### src/rtl/rgmii_frame_rx.sv
// rgmii_frame_rx: RGMII receive path that assembles nibbles into bytes,
// strips preamble and a fixed-length header, checks the Ethernet FCS and
// writes payload bytes (without FCS) into a dual-port buffer.
// Compile-time option: define RGMII_RX_ERR_CNT_EN to build the bad-frame
// counter; without it err_cnt is tied to zero.
//
// state | meaning
// IDLE  | waiting for rxctl (only after rxctl has been seen low since reset)
// PRE   | consuming 0x55 preamble bytes, waiting for SFD 0xD5
// HDR   | header bytes, CRC only, not written
// PAY   | payload + FCS bytes, written through a 4-byte delay line
// END   | one-cycle frame result, commit on success
// DROP  | frame abandoned, waiting for rxctl low
module rgmii_frame_rx #(
  parameter int HDR_SKIP    = 42,
  parameter int MAX_PAYLOAD = 1472
) (
  input  logic        rxclk,
  input  logic        rst_n,
  input  logic        rxctl,
  input  logic [3:0]  rxd,
  output logic        wr_en,
  output logic [13:0] wr_addr,
  output logic [7:0]  wr_data,
  output logic [13:0] commit_ptr,
  output logic        frame_done,
  output logic        frame_ok,
  output logic [13:0] frame_len,
  output logic [15:0] err_cnt
);

  localparam int            HW          = (HDR_SKIP > 1) ? $clog2(HDR_SKIP) : 1;
  localparam logic [HW-1:0] HDR_LAST    = HW'(HDR_SKIP - 1);
  localparam logic [13:0]   MAX_LEN     = 14'(MAX_PAYLOAD);
  // CRC register after data+FCS, expressed MSB-first
  localparam logic [31:0]   CRC_RESIDUE = 32'hC704DD7B;

  typedef enum logic [2:0] {
    S_IDLE, S_PRE, S_HDR, S_PAY, S_END, S_DROP
  } state_t;

  state_t          state;
  logic            phase;
  logic [3:0]      nib_lo;
  logic            ctl_q;
  logic            odd_q;
  logic            byte_vld;
  logic [7:0]      byte_q;
  logic            armed;
  logic [31:0]     crc;
  logic [3:0]      pre_cnt;
  logic [HW-1:0]   hdr_cnt;
  logic [2:0]      pay_cnt;
  logic [13:0]     wr_cnt;
  logic [3:0][7:0] dly;
  logic            frame_end;
  logic            crc_good;
  logic            frame_good;

  function automatic logic [31:0] crc_byte(input logic [31:0] c, input logic [7:0] d);
    logic [31:0] r;
    r = c;
    for (int i = 0; i < 8; i++) begin
      if (r[0] ^ d[i]) r = (r >> 1) ^ 32'hEDB88320;
      else             r = r >> 1;
    end
    return r;
  endfunction

  function automatic logic [31:0] reflect32(input logic [31:0] v);
    logic [31:0] r;
    r = '0;
    for (int i = 0; i < 32; i++) r[i] = v[31-i];
    return r;
  endfunction

  // The shift register holds the CRC LSB-first, so reflect before comparing
  assign crc_good   = (reflect32(crc) == CRC_RESIDUE);
  assign frame_end  = !ctl_q && (state == S_PRE || state == S_HDR ||
                                 state == S_PAY || state == S_DROP);
  assign frame_good = (state == S_PAY) && !odd_q && (pay_cnt == 3'd4) && crc_good;

  // Nibble pairing: low nibble first; phase restarts whenever rxctl is low
  always_ff @(posedge rxclk or negedge rst_n) begin
    if (!rst_n) begin
      phase    <= 1'b0;
      nib_lo   <= '0;
      ctl_q    <= 1'b0;
      odd_q    <= 1'b0;
      byte_vld <= 1'b0;
      byte_q   <= '0;
      armed    <= 1'b0;
    end else begin
      ctl_q    <= rxctl;
      byte_vld <= 1'b0;
      if (rxctl) begin
        phase <= ~phase;
        if (!phase) begin
          nib_lo <= rxd;
        end else begin
          byte_q   <= {rxd, nib_lo};
          byte_vld <= 1'b1;
        end
      end else begin
        phase <= 1'b0;
        odd_q <= phase;
        armed <= 1'b1;
      end
    end
  end

  // Frame FSM with registered buffer-write and result outputs
  always_ff @(posedge rxclk or negedge rst_n) begin
    if (!rst_n) begin
      state      <= S_IDLE;
      wr_en      <= 1'b0;
      wr_addr    <= '0;
      wr_data    <= '0;
      commit_ptr <= '0;
      frame_done <= 1'b0;
      frame_ok   <= 1'b0;
      frame_len  <= '0;
      crc        <= '1;
      pre_cnt    <= '0;
      hdr_cnt    <= '0;
      pay_cnt    <= '0;
      wr_cnt     <= '0;
      dly        <= '0;
    end else begin
      wr_en      <= 1'b0;
      frame_done <= 1'b0;
      if (frame_end) begin
        // commit_ptr doubles as the write base: a bad frame leaves it alone
        state      <= S_END;
        frame_done <= 1'b1;
        frame_ok   <= frame_good;
        frame_len  <= wr_cnt;
        if (frame_good) commit_ptr <= commit_ptr + wr_cnt;
      end else begin
        unique case (state)
          S_IDLE: begin
            pre_cnt <= '0;
            pay_cnt <= '0;
            wr_cnt  <= '0;
            if (ctl_q && armed) state <= S_PRE;
          end
          S_PRE: begin
            if (byte_vld) begin
              if (byte_q == 8'hD5) begin
                state   <= S_HDR;
                crc     <= '1;
                hdr_cnt <= '0;
                pay_cnt <= '0;
                wr_cnt  <= '0;
                dly     <= '0;
              end else if (byte_q == 8'h55 && pre_cnt != 4'hF) begin
                pre_cnt <= pre_cnt + 4'd1;
              end else begin
                state <= S_DROP;
              end
            end
          end
          S_HDR: begin
            if (byte_vld) begin
              crc <= crc_byte(crc, byte_q);
              if (hdr_cnt == HDR_LAST) state <= S_PAY;
              else                     hdr_cnt <= hdr_cnt + HW'(1);
            end
          end
          S_PAY: begin
            if (byte_vld) begin
              crc <= crc_byte(crc, byte_q);
              dly <= {dly[2:0], byte_q};
              if (pay_cnt != 3'd4) begin
                pay_cnt <= pay_cnt + 3'd1;
              end else if (wr_cnt == MAX_LEN) begin
                state <= S_DROP;
              end else begin
                wr_en   <= 1'b1;
                wr_data <= dly[3];
                wr_addr <= commit_ptr + wr_cnt;
                wr_cnt  <= wr_cnt + 14'd1;
              end
            end
          end
          S_END: begin
            pre_cnt <= '0;
            pay_cnt <= '0;
            wr_cnt  <= '0;
            // rxctl already high again: this is the next frame's first nibble
            state   <= ctl_q ? S_PRE : S_IDLE;
          end
          S_DROP: begin
            state <= S_DROP;
          end
          default: state <= S_IDLE;
        endcase
      end
    end
  end

`ifdef RGMII_RX_ERR_CNT_EN
  // Count failed frame attempts, holding at all-ones
  always_ff @(posedge rxclk or negedge rst_n) begin
    if (!rst_n) begin
      err_cnt <= '0;
    end else if (frame_end && !frame_good && err_cnt != 16'hFFFF) begin
      err_cnt <= err_cnt + 16'd1;
    end
  end
`else
  assign err_cnt = '0;
`endif

endmodule

### config.mk
export PLATFORM = sky130hd
export DESIGN_NAME = rgmii_frame_rx
export DESIGN_NICKNAME = d
export VERILOG_FILES = /design/src/rtl/rgmii_frame_rx.sv
export SDC_FILE = /design/constraint.sdc
export NUM_CORES = 1
export LEC_CHECK = 0
export ABC_AREA = 1
export ABC_CLOCK_PERIOD_IN_PS = 3100
export CORE_MARGIN = 5
export CORE_UTILIZATION = 40
export CTS_BUF_LIST = sky130_fd_sc_hd__clkbuf_8
export DETAILED_ROUTE_END_ITERATION = 8
export GPL_ROUTABILITY_DRIVEN = 0
export GPL_TIMING_DRIVEN = 0
export PLACE_DENSITY = 0.61
export SLEW_MARGIN = 30
export SYNTH_ARGS = -nofsm -noshare
export SYNTH_HDL_FRONTEND = slang
export SYNTH_SLANG_ARGS = --single-unit
### constraint.sdc
create_clock -name rxclk -period 3.1 [get_ports rxclk]
set_clock_uncertainty 0.15 [all_clocks]
set_input_delay 0.62 -clock rxclk [delete_from_list [all_inputs] [get_ports rxclk]]
set_output_delay 0.62 -clock rxclk [all_outputs]
set_load 0.01 [all_outputs]
==> out/qor.yml <==
worstPathCellList: "inv_1, nand2_1, nand2_1, nand2_1, nand2_1, nand2_1, nand2_1, inv_1, nor2_1, o21ai_1, nand2_1, inv_1"
synth_area_um2: 9180
finalCritPeriodShare: 0.756
clock_path_buffers: 2
synth_enable_flop_cells: 0
whs_ns: 0.311
num_io_pins: 76
seq_power_share: 0.410
drc: 0
yosys.area_share.simple: 0.256
max_freq_mhz: 427
clkPwrFrac: 0.268
cpMaxStageDelayCell: "dfstp_2"
grt_setup_unrepaired: "no"
wl_per_cell_um: 14.0
maxCapViolCount: 0
drt_wl_total_mm: 21.7
insertion_delay_ns: 0.45
post-dp-hpwl_mm: 16.2
tns_ns: 0
synthCells: 1151
synthArstFlopShare: 1.00
via_count: 7628
timing_worst_setup_path_type: "reg -> reg"
track_usage: 0.172
peakVddDrop_v: 0.000389
buffer_ports.inserted: 59
slew_viol_final: 0
regArea_um2: 4140
finalInstanceArea_um2: 10600
synth_top_cell_by_area: "dfrtp_1"
synth_cell_type_count: 45
pre_cts_ws_ns: 0.790
dr.pass1.iters: 5
yosys-top-cells-area: "dfrtp_1, nand2_1, dfstp_2, xor2_1, nand3_1"
grt_overflow_total: 0
multi_input_area_um2: 4280
power.leakage_nw: 5.37
p_comb_frac: 0.322
fin_ws_ns: 0.756
synthAdderAreaFrac: 0.0294
ant_nets: 0
cts_buffers: 17
first_global_vias: 7465
stdcell_count: 1545
start_kind: "flip-flop"
num-fill-cells: 2208
grt_max_degree: 60
dieArea_um2: 26100
synth_top_area_share: 0.360
syn_area_per_cell_um2: 7.97
hold_violations: 0
num_antenna_cells: 0
synth_mux_area_frac: 0
cp_common_cell: "nand2_1"
layout_min_cycle_time_ns: 2.34
slew_headroom: 0.574
power_density_nw_per_um2: 535
cts-resized-gates: 0
yosys.area_share.xor_xnor: 0.0742
antenna_found_initial: 0
synth_top_family_by_area: "simple AND/OR/NAND/NOR gates"
placedCellCount: 1512
first_iter_violations: 572
rows: 55
drive_above_1_share: 0.120
viasPerCell: 4.94
cp.required_ns: 3.36
synth_ff_type: "dfrtp_1"
cp_data_arrival_time_ns: 2.60
crit_path_max_incr_delay_ns: 0.56
clockRootBuffer: "clkbuf_8"
p_int_w: 0.00339
status: "complete, no violations"
yosys_warnings: 0
cts_sinks: 164
placed_cell_area_um2: 10200
die_h_um: 161
initial_core_util: 0.405
tritoncts: "done"
synth_compound_area_frac: 0.100
p_switching_w: 0.00231
critPathMaxFanout: 7
finish.net_count: 1275
ys_ff_latch: 164
dieWidth_um: 161
endpoint_kind: "flip-flop"
grt_first_pass_wirelength_mm: 36.9
area_delta_synth_final_pct: 16.0
tightest_slew_ns: 0.639
power_switching_share: 0.405
ctsHtreeMaxLevel: 4
netlist_top_cells_count: "nand2_1, dfrtp_1, inv_1"
clk_pin_slew_ns: 0.10
synth_most_common_cell: "nand2_1"
min-delay-path-class: "reg -> reg"
yosysSeqAreaShare: 0.451
finalSetupViolations: 0
core_area_um2: 22600
[per-layer routing]
layer / wire, µm / share of wire / GRT usage
met4: 479 / 0.022 / 0.0547
met2: 10200 / 0.47 / 0.283
met1: 10200 / 0.47 / 0.233
met5: 0 / 0 / 0
met3: 816 / 0.038 / 0.0301
[critical path, delay by kind of cell (launching register included)]
kind                   cells  cell delay, ns
AO/OA/AOI/OAI              1            0.13
buffers and inverters      3            0.30
flip-flops                 1            0.56
AND/OR/NAND/NOR            8            1.17
[metrics by stage]
stage / utilization / power, W
5_1_grt: 0.470 / 0.00611
2_1_floorplan: - / 0.00369
6_report: 0.470 / 0.00570
3_5_place_dp: 0.452 / 0.00420
3_3_place_gp: 0.450 / 0.00417
4_1_cts: 0.470 / 0.00575
[worst paths after layout]
| check | start | to | cells after the start | slack, ns |
|---|---|---|---|---|
| min reg2reg | armed | armed | 2 | 0.31 |
| min in group asynchronous | rst_n | dly[27] | 2 | 0.50 |
| max in group asynchronous | rst_n | crc[20] | 3 | 1.60 |
| min | armed | armed | 2 | 0.31 |
| max reg2reg | crc[1] | crc[8] | 12 | 0.76 |
| max | crc[1] | crc[8] | 12 | 0.76 |
[power by group through the flow]
stage | sequential, W | combinational, W | clock, W
2_1_floorplan | 0.00234 | 0.00135 | 0
3_3_place_gp | 0.00237 | 0.00180 | 0
3_5_place_dp | 0.00237 | 0.00183 | 0
4_1_cts | 0.00233 | 0.00184 | 0.00158
5_1_grt | 0.00235 | 0.00207 | 0.00169
6_report | 0.00233 | 0.00184 | 0.00153
[sequential cells by signal (all words and copies together) (netlist names)]
register and cells:
pre_cnt 4, byte_q 8, wr_cnt 14, frame_len 14
byte_vld 1, crc 32, hdr_cnt 6, pay_cnt 3
ctl_q 1, frame_ok 1, wr_en 1, state 3
phase 1, odd_q 1, nib_lo 4, dly 32
frame_done 1, commit_ptr 14, wr_data 8, armed 1
wr_addr 14
[what timing repair did]
item,in CTS,in global routing
setup buffers,0,0
endpoints found under the hold margin,41,0
hold buffers,1,0
[cell families (layout without fill, tap and decap cells)]
logic type                 Yosys count  after routing
AOI/OAI and AO/OA                  157            157
adders and majority gates           21             21
DFF                                164            164
buffers and inverters              185            279
and+or+nand+nor                    547            547
other                                1             16
xor gates and xnor gates            76             76
[layout by cell type (no fill, tap or decap), types with 17 or more instances in the layout]
master | netlist | routed
nand3_1 | 101 | 101
nor2_1 | 47 | 47
dfrtp_1 | 132 | 132
clkbuf_8 | 0 | 17
nand2_1 | 344 | 344
o21ai_1 | 25 | 25
o21ai_0 | 73 | 73
clkdlybuf4s50_1 | 0 | 58
dfstp_2 | 32 | 32
ha_1 | 20 | 20
buf_4 | 21 | 21
inv_1 | 125 | 125
xor2_1 | 59 | 59
[final cells by class]
cell class | instances | area share
inverters | 137 | 0.0483
flip-flops and latches | 164 | 0.389
plain buffers | 48 | 0.0279
clock inverters | 15 | 0.0149
well taps | 285 | 0.0335
repair buffers | 62 | 0.0621
clock buffers | 17 | 0.0220
multi-input cells | 817 | 0.402
No activity file was read; power rests on OpenSTA's default activity.
